### src/rtl/bus_write_seq.sv
// bus_write_seq: small write queue that issues one-cycle write strobes
// to a four-register block (a, b, c, d), with optional broadcast.
module bus_write_seq #(
  parameter int DEPTH = 4,
  parameter int WIDTH = 16
) (
  input  logic                       clk,
  input  logic                       reset,
  input  logic [WIDTH-1:0]           in_data,
  input  logic [1:0]                 in_sel,
  input  logic                       in_bcast,
  input  logic                       in_valid,
  output logic                       in_ready,
  input  logic                       hold,
  output logic [WIDTH-1:0]           data,
  output logic                       a_en,
  output logic                       b_en,
  output logic                       c_en,
  output logic                       d_en,
  output logic [$clog2(DEPTH):0]     count
);

  localparam int AW = $clog2(DEPTH);
  localparam logic [AW:0] FULL_COUNT = (AW+1)'(DEPTH);
  localparam logic [AW-1:0] PTR_ONE = AW'(1);
  localparam logic [AW:0] CNT_ONE = (AW+1)'(1);

  logic [WIDTH-1:0] mem_data  [DEPTH];
  logic [1:0]       mem_sel   [DEPTH];
  logic             mem_bcast [DEPTH];

  logic [AW-1:0] wr_ptr;
  logic [AW-1:0] rd_ptr;
  logic [3:0]    en_q;
  logic          accept;
  logic          issue;
  logic [3:0]    head_en;

  // Handshake decode from registered occupancy only; an empty queue never
  // issues, so a fresh entry always waits one edge before reaching the bus.
  always_comb begin
    in_ready = (count < FULL_COUNT);
    accept   = in_valid && in_ready;
    issue    = (count != '0) && !hold;
    head_en  = mem_bcast[rd_ptr] ? 4'hF : (4'b0001 << mem_sel[rd_ptr]);
  end

  // Queue storage: written at the tail on accept, never while in reset.
  always_ff @(posedge clk) begin
    if (accept && !reset) begin
      mem_data[wr_ptr]  <= in_data;
      mem_sel[wr_ptr]   <= in_sel;
      mem_bcast[wr_ptr] <= in_bcast;
    end
  end

  // Pointer and occupancy bookkeeping; pointers wrap naturally at DEPTH.
  always_ff @(posedge clk) begin
    if (reset) begin
      wr_ptr <= '0;
      rd_ptr <= '0;
      count  <= '0;
    end else begin
      if (accept) wr_ptr <= wr_ptr + PTR_ONE;
      if (issue)  rd_ptr <= rd_ptr + PTR_ONE;
      case ({accept, issue})
        2'b10:   count <= count + CNT_ONE;
        2'b01:   count <= count - CNT_ONE;
        default: count <= count;
      endcase
    end
  end

  // Bus side: strobe the head entry's enables for one cycle, data holds
  // its last issued value whenever nothing is issued.
  always_ff @(posedge clk) begin
    if (reset) begin
      data <= '0;
      en_q <= 4'h0;
    end else if (issue) begin
      data <= mem_data[rd_ptr];
      en_q <= head_en;
    end else begin
      en_q <= 4'h0;
    end
  end

  assign a_en = en_q[0];
  assign b_en = en_q[1];
  assign c_en = en_q[2];
  assign d_en = en_q[3];

endmodule

### config.mk
export PLATFORM = sky130hd
export DESIGN_NAME = bus_write_seq
export DESIGN_NICKNAME = d
export VERILOG_FILES = /design/src/rtl/bus_write_seq.sv
export SDC_FILE = /design/constraint.sdc
export NUM_CORES = 1
export LEC_CHECK = 0
export BUFFER_PORTS_ARGS = -buffer_cell sky130_fd_sc_hd__buf_2
export CORE_ASPECT_RATIO = 0.6
export CORE_UTILIZATION = 35
export CTS_CLUSTER_SIZE = 10
export DETAILED_ROUTE_END_ITERATION = 8
export GPL_TIMING_DRIVEN = 0
export PLACE_DENSITY_LB_ADDON = 0.12
export SLEW_MARGIN = 20
export SYNTH_ARGS = -nofsm -noshare
export SYNTH_HDL_FRONTEND = slang
export SYNTH_SLANG_ARGS = --single-unit
### constraint.sdc
create_clock -name clk -period 2.3 [get_ports clk]
set_input_delay 0.115 -clock clk [delete_from_list [all_inputs] [get_ports clk]]
set_output_delay 0.115 -clock clk [all_outputs]
set_load 0.02 [all_outputs]
Word-level counts from Yosys, hierarchy flattened
Memory sizes are Yosys's and may differ from the RTL's. A register that Yosys moved wholly into a read port is not among the register bits.
Cells that the tools add are included.
{ "totals": {"ff_bits": 11, "ramBits": 76, "inputBits": 23, "out_inout_bits": 24, "word_cells": 32, "memories": 3} }
{ "mem_list": {"columns": ["name", "words", "word_bits", "rd", "rd_clocked_by_memory_dff", "write_ports", "line_no", "rtl"], "rows": [
  ["mem_data", 4, 16, 1, 1, 1, "28", "logic [WIDTH-1:0] mem_data [DEPTH];"],
  ["mem_sel", 4, 2, 1, 1, 1, "29", "logic [1:0] mem_sel [DEPTH];"],
  ["mem_bcast", 4, 1, 1, 1, 1, "30", "logic mem_bcast [DEPTH];"]
]} }
{ "op_classes": {"add_sub_neg": 4, "magnitude_cmp": 1, "eq_ne": 2, "shift": 1, "muxes": 8, "bitwise_logic": 1, "n_reduce_logical": 8} }
{ "op_table": {"columns": ["cell", "n"], "rows": [
  ["two-way mux 2 bit", 4],
  ["case mux 3 bit (2 select lines)", 1],
  ["adder 2 x 1 -> 2 bit (second input constant)", 2],
  ["two-way mux 4 bit", 1],
  ["<< shifter 1 x 2 -> 4 bit (first input constant)", 1],
  ["adder 3 x 1 -> 3 bit (second input constant)", 1],
  ["logical AND 1 bit", 3],
  ["< comparator 3 bit (second input constant)", 1],
  ["nonzero test 3 bit", 1],
  ["subtractor 3 x 1 -> 3 bit (second input constant)", 1],
  ["equality test 2 x 1 -> 1 bit (second input constant)", 1],
  ["equality test 2 bit (second input constant)", 1],
  ["zero test 1 bit", 2],
  ["two-way mux 1 bit", 2],
  ["nonzero test 2 bit", 1],
  ["OR reduction 2 bit", 1],
  ["NOT 1 bit", 1]
]} }

Logic depth before layout (Yosys ltp)
Gate-level depths: netlist of run 1.
{ "logic_depth": {"depth_word": 5, "depth_mapped": 9, "mapped_depth_nobuf": 8} }

Worst setup path after synthesis of run 1
No wires, ideal clock.
{ "synth_path": {"path_type": "flip-flop to flip-flop", "from": "register count[2]", "to": "register count[2]", "setup_ns": 0.070, "t_arrival_ns": 2.026, "required_ns": 2.230, "path_slack_ns": 0.204, "path_stages_with_launch": 10, "n_path_buf": 1, "synth_period_minus_slack_ns": 2.096, "path_cell_list": "dfxtp_1 -> nor3_1 -> clkbuf_1 -> nor2_1 -> ha_1 -> inv_1 -> fa_1 -> xor2_1 -> or3_1 -> a21oi_1"} }
{ "synth_via": {"elab_chain_len": 4, "word_cells_on_any_way": 10, "classes_between": "add/sub: 2; order compare: 1; eq/ne: 2; mux: 1; reduce/logical: 4"} }
{ "synth_lines": {"columns": ["item", "line_no", "rtl"], "rows": [
  ["from (decl)", "20", "output logic [$clog2(DEPTH):0] count"],
  ["from (signal assigned)", "67", "2'b10: count <= count + CNT_ONE;"],
  ["from (signal assigned)", "68", "2'b01: count <= count - CNT_ONE;"],
  ["from (signal assigned)", "69", "default: count <= count;"],
  ["< comparator 3 bit / nonzero test 3 bit (equally long branches)", "42, 44", null],
  ["logical AND 1 bit, on equally long branches", "43, 44", null],
  ["equality test 2 x 1 -> 1 bit / equality test 2 bit (equally long branches)", "66", "case ({accept, issue})"],
  ["case mux 3 bit (2 select lines) / nonzero test 2 bit (equally long branches)", null, null]
]} }
Parallel ways exist; a longest one is shown, timed or not.
A chain may end at the register's enable or synchronous reset.

Final worst setup path of run 1
{ "layout_path": {"from": "register count[1]", "to": "register count[2]"} }
Same word-level chain as after synthesis.

==> results of run 1 <==
==> metal layers <==
layer	vias to the layer above	track usage, %	wire length, um
met5	-	0	0
met4	0	4.50	68
met3	5	4.18	278
met2	47	20.7	3390
met1	1091	21.2	4180
li1	1087	-	-
==> timing repair <==
action | in CTS | in global routing
buffers inserted | 0 | 0
endpoints found under the setup margin | 0 | 2
resized for setup | 0 | 4
hold buffers | 18 | 0
endpoints found under the hold margin | 69 | 0
==> cell usage after synthesis (4+ instances only) <==
| master | number |
|---|---|
| edfxtp_1 | 76 |
| o21ai_0 | 18 |
| ha_1 | 5 |
| dfxtp_1 | 29 |
| buf_2 | 4 |
| nand3_1 | 17 |
| clkbuf_1 | 7 |
| and2_1 | 4 |
| nor2_1 | 7 |
| a21oi_1 | 23 |
| nor2b_1 | 4 |
| inv_1 | 7 |
| mux4_1 | 16 |
==> final cells by class <==
type | instances | area [um2] | area share, %
tap | 139 | 174 | 3.57
timing repair buffer | 63 | 405 | 8.32
clock inverter | 7 | 51.3 | 1.05
buffer | 14 | 82.6 | 1.69
multi-input combinational | 112 | 1040 | 21.3
inverter | 9 | 33.8 | 0.693
clock buffer | 9 | 225 | 4.62
sequential | 105 | 2870 | 58.8
==> stage by stage <==
| stage | hold WS (ns) | power (uW) | setup slack (ns) | util (%) | std cells |
|---|---|---|---|---|---|
| detailed placement | 0.338 | 3610 | 0.0446 | 40.7 | 424 |
| floorplan | 0.214 | 3220 | 0.204 | - | 240 |
| global placement | 0.334 | 3610 | 0.0323 | 40.6 | 424 |
| finish | 0.0201 | 5010 | 0.173 | 44.9 | 458 |
| CTS | 0.00244 | 5050 | 0.0379 | 44.9 | 458 |
| global route | 0.0120 | 5270 | 0.0326 | 44.9 | 458 |
==> flip-flops by register name, summed over array words and instances (netlist names), named ones only <==
signal / cells
count: 3
mem_data: 64
rd_ptr: 2
en_q: 4
wr_ptr: 2
data: 16
mem_sel: 8
mem_bcast: 4
==> power groups by stage <==
stage / combinational (uW) / clock [uW] / sequential (uW)
3_5_place_dp: 1210 / 0 / 2400
5_1_grt: 1350 / 1540 / 2380
4_1_cts: 1240 / 1450 / 2360
2_1_floorplan: 716 / 0 / 2500
3_3_place_gp: 1210 / 0 / 2400
6_report: 1230 / 1420 / 2360
==> worst paths after layout <==
| kind | start | to | slack (ns) |
|---|---|---|---|
| setup / recovery | count[1]$_SDFFE_PP0P_ | count[2]$_SDFFE_PP0P_ | 0.17 |
| hold / removal | in_data[6] | mem_data[0][6]$_DFFE_PP_ | 0.02 |
| setup reg to reg | count[1]$_SDFFE_PP0P_ | count[2]$_SDFFE_PP0P_ | 0.17 |
| hold reg to reg | data[9]$_SDFFE_PP0N_ | data[9]$_SDFFE_PP0N_ | 0.48 |
==> cell families after synthesis <==
kind of cell,Yosys count
flip-flops,105
AO/OA/AOI/OAI,45
AND/OR/NAND/NOR,39
buffers and inverters,23
multiplexers,19
adder cells (fa/ha/maj),6
XOR/XNOR,3
==> summary.txt, run 1 <==
most frequent cells in the layout - edfxtp_1, buf_2, dfxtp_1
DR vias - 2230
HPWL after DPL - 5130 um
Nets - 343
worst skew pair latency - 0.34 ns
num rows - 29
Setup Skew - 0.00728 ns
largest cells by area after synthesis - edfxtp_1, dfxtp_1, mux4_1
All-Layer GR Usage - 14.5%
fin area - 4870 um2
Combinational Power Share - 24.6%
n_diodes - 0
CP required - 2.56 ns
simple-gate portion of the synthesized area - 4.96%
Layout area overhead - 21.6%
initial antenna violation count - 0
FF+latch count, synth - 105
Synth Area in XOR/XNOR - 0.655%
Mapped Area - 4010 um2
final antenna-violating net count - 0
f_max - 470 MHz
Pint - 3500 uW
GP Congestion - 0.714
RSZ-0062 raised after global routing - false
maxcap violations - 0
detailed-route DRC error count - 0
mux cell area share after synthesis - 12.2%
combinational family with the most area after synthesis - multiplexers
Synth Instances - 240
largest net degree at the start of global routing - 20
clk sink count - 105
I/O Pins - 47
delay-heaviest family, CP - adder cells
Syn. warnings - 0
Synth Area in Compound Gates - 5.87%
Yosys top cell area share - 56.9%
die width - 140 um
1st-iter DRT viols - 139
Seq/Total Area, Yosys - 71.4%
Final setup viols - 0
cells along the critical path - nor3_1, clkbuf_2, nor2_1, ha_1, inv_1, fa_1, xor2_1, or3_1, a21oi_1
Net Count, Synth - 269
DIE HEIGHT - 84.9 um
Seq pwr share - 47.0%
Switching Fraction - 30.1%
CP Capture Type - register
Buf/Inv on CP - 2
critical path's slowest cell - dfxtp_1
vias in the first global route - 2144
Synth cell types - 28
Power Density - 1030 nW/um2
crit path launch type - register
CTS tree - built
worst-path fanout max - 10
Filler Cells Inserted - 958
vias per cell - 4.87
CTS Buf Count - 9
drt pass-1 iters - 4
crit-path max cell delay - 0.40 ns
VDD IR max - 0.487 mV
Worst Tran Pin Value - 0.584 ns
Setup TNS - 0 ns
Slew HR - 61.1%
H-tree levels - 3
Worst Hold Class - input port to register
fin. max-slew vios - 0
Post-Synth Adder-Cell Area - 2.06%
Leakage - 0.00173 uW
cell taking the most area after synthesis - edfxtp_1
Initial Utilization - 37.0%
P_sw - 1510 uW
Crit Path Class - register to register
Main synth FF type - edfxtp_1
Crit. path cell count - 9
Final min period - 2.13 ns
share of cells above drive strength 1 - 23.8%
ys async rst share - 0%
most common cell after layout, fill and taps aside - edfxtp_1
first-pass GRT wire length - 12400 um
Clock Root Buffer - clkbuf_16
Core Box Area - 10800 um2
Hold Vio Cnt, Final - 0
CTS max path bufs - 2
clock-pin slew on the worst setup and hold paths - 0.07 ns
Avg Synthesized Cell Area - 16.7 um2
routed len/inst - 17.3 um
final WL - 7920 um
status - completed
gr ovfl total - 0
Post-synth EDFFs - 76
cells on worst reg2reg path - 9
PortBufs - 45
total die area - 11900 um2
fin crit share - 92.5%
Clk pwr share - 28.4%
WP data arrival - 2.39 ns
Hold Crit Depth - 1
placed instance area - 4410 um2
No activity file was read; power rests on OpenSTA's default activity.
==> run 2: changes to the inputs <==
--- a/config.mk
+++ b/config.mk
@@ -6,12 +6,14 @@
 export NUM_CORES = 1
 export LEC_CHECK = 0
 export BUFFER_PORTS_ARGS = -buffer_cell sky130_fd_sc_hd__buf_2
+export CAP_MARGIN = 20
 export CORE_ASPECT_RATIO = 0.6
 export CORE_UTILIZATION = 35
 export CTS_CLUSTER_SIZE = 10
 export DETAILED_ROUTE_END_ITERATION = 8
 export GPL_TIMING_DRIVEN = 0
 export PLACE_DENSITY_LB_ADDON = 0.12
+export SETUP_SLACK_MARGIN = 0.05
 export SLEW_MARGIN = 20
 export SYNTH_ARGS = -nofsm -noshare
 export SYNTH_HDL_FRONTEND = slang
==> constraint.sdc (replaced) <==
create_clock -name clk -period 2.1 [get_ports clk]
set_input_delay 0.105 -clock clk [delete_from_list [all_inputs] [get_ports clk]]
set_output_delay 0.105 -clock clk [all_outputs]
set_load 0.02 [all_outputs]
==> run 2 against run 1 <==
Compared with the run above:
- via count rose by 0.94%
- clock skew about the same
- sequential share of layout area fell by 0.63 points
- largest power group unchanged
- critical endpoint unchanged
==> summary.txt, run 2 (same netlist as run 1, synthesis figures left out) <==
max FFs per register - 64 (unchanged)
detailed-route DRC error count - 0 (unchanged)
PortBufs - 45 (unchanged)
Leakage - 0.00175 uW (+1.1%)
wire length on met2 - 3500 um (+3.1%)
Nets - 347 (+1.2%)
largest registers - mem_data: 64 flops, data: 16 flops, mem_sel: 8 flops
I/O Pins - 47 (unchanged)
crit path launch type - register
f_max - 511 MHz (+8.6%)
Power Density - 1130 nW/um2 (+9.9%)
status - completed
vias in the first global route - 2288 (+6.7%)
met1 WL - 4000 um (-4.3%)
final WL - 7930 um (+0.11%)
DIE HEIGHT - 84.9 um (unchanged)
Core Box Area - 10800 um2 (unchanged)
Clock Root Buffer - clkbuf_16
CTS Buf Count - 9 (unchanged)
cells along the critical path - nor3_2, buf_4, nor2_2, ha_2, inv_1, fa_1, xor2_1, or3_1, a21oi_1
Hold Vio Cnt, Final - 0 (unchanged)
All-Layer GR Usage - 14.6% (+0.085 points)
share of cells above drive strength 1 - 24.8% (+0.94 points)
drt pass-1 iters - 4 (unchanged)
RSZ-0062 raised after global routing - true
most frequent cells in the layout - edfxtp_1, buf_2, dfxtp_1
Final setup viols - 0 (unchanged)
worst-path fanout max - 10 (unchanged)
n_diodes - 0 (unchanged)
clk sink count - 105 (unchanged)
initial antenna violation count - 0 (unchanged)
clock-pin slew on the worst setup and hold paths - 0.06 ns (about the same)
fin crit share - 93.2% (+0.77 points)
CP required - 2.37 ns (-0.19 ns)
first-pass GRT wire length - 12500 um (+0.67%)
routed len/inst - 17.2 um (-0.75%)
H-tree levels - 3 (unchanged)
Top reg by flops - mem_data
gr ovfl total - 0 (unchanged)
worst skew pair latency - 0.34 ns (about the same)
Setup TNS - 0 ns (unchanged)
Layout area overhead - 23.2%
WP data arrival - 2.22 ns (-0.17 ns)
Setup Skew - 0.00697 ns (-0.000310 ns)
die width - 140 um (unchanged)
Worst Hold Class - input port to register
CTS tree - built
Slew HR - 60.0% (-1.1 points)
critical path's slowest cell - dfxtp_4
DR vias - 2251 (+0.94%)
top sig layer - met4
met3 WL - 324 um (+17%)
CP Capture Type - register
1st-iter DRT viols - 99 (-29%)
HPWL after DPL - 5290 um (+3.1%)
Final min period - 1.96 ns (-0.169 ns)
CTS max path bufs - 2 (unchanged)
Worst Tran Pin Value - 0.600 ns (+0.0164 ns)
Initial Utilization - 37.0% (unchanged)
total power - 5570 uW (+11%)
VDD IR max - 0.420 mV (-14%)
hold slack - 0.142 ns (+0.122 ns)
final core utilization - 45.5% (+0.59 points)
total die area - 11900 um2 (unchanged)
num rows - 29 (unchanged)
Crit Path Class - register to register
final antenna-violating net count - 0 (unchanged)
maxcap violations - 0 (unchanged)
most common cell after layout, fill and taps aside - edfxtp_1
largest net degree at the start of global routing - 20 (unchanged)
vias per cell - 4.87 (about the same)
fin. max-slew vios - 0 (unchanged)
GP Congestion - 0.706 (-1.1%)
crit-path max cell delay - 0.37 ns (-0.03 ns)
[run 2: changes by cell type in the layout (fill, tap and decap cells not counted), sizes merged]
cell	change
buf	+4
bufinv	+1
clkbuf	+3
clkinv	-2
clkinvlp	+1
dlygate4sd3	+1
inv	-4
[run 2: final cells by class]
class / count / area, um2
clock buffers: 13 / 240
well taps: 139 / 174
inverters: 9 / 33.8
clock inverters: 3 / 41.3
plain buffers: 14 / 85.1
fillers: 949 / 5910
flip-flops and latches: 105 / 2870
repair buffers: 67 / 445
multi-input cells: 112 / 1050
[run 2: final timing paths]
path                                       startpoint                     to  slack, ns  depth (start not counted)
worst max-delay path            count[2]$_SDFFE_PP0P_  count[2]$_SDFFE_PP0P_       0.14                          9
worst min-delay path                            reset  count[2]$_SDFFE_PP0P_       0.14                          2
worst max register to register  count[2]$_SDFFE_PP0P_  count[2]$_SDFFE_PP0P_       0.14                          9
worst min register to register  data[11]$_SDFFE_PP0N_  data[11]$_SDFFE_PP0N_       0.47                          2
[run 2: metrics by stage]
stage,cells,setup slack [ns],area [um2]
after CTS,460,0.0368,4910
after floorplan,240,0.119,4010
after global placement,424,-0.116,4410
after detailed placement,425,-0.104,4430
final,462,0.142,4940
after global routing,462,-0.0299,4940
[run 2: worst max-delay path, delay by kind of cell, from the launching register on]
| family | cells | cell delay [ns] |
|---|---|---|
| adders and majority gates | 2 | 0.54 |
| buffers and inverters | 2 | 0.22 |
| xor gates and xnor gates | 1 | 0.16 |
| and+or+nand+nor | 3 | 0.45 |
| DFF | 1 | 0.37 |
| AOI/OAI and AO/OA | 1 | 0.13 |
[run 2: per-layer routing]
layer,vias to the layer above,global-route usage [%]
met4,0,5.39
li1,1085,-
met2,37,22.0
met5,-,0
met3,9,4.12
met1,1120,20.1
[run 2: report_power, final]
part | total, uW | leakage (uW) | switching [uW] | internal [uW]
registers | 2590 | 0.000928 | 119 | 2470
logic | 1380 | 0.000687 | 798 | 586
clock network | 1600 | 0.000131 | 677 | 922
[run 2: what timing repair did]
action	CTS	global route
setup endpoints to repair	59	13
gates cloned	0	0
hold endpoints to repair	74	0
resized for setup	7	5
hold buffers	19	0
pin swaps	0	1
setup buffers	0	2
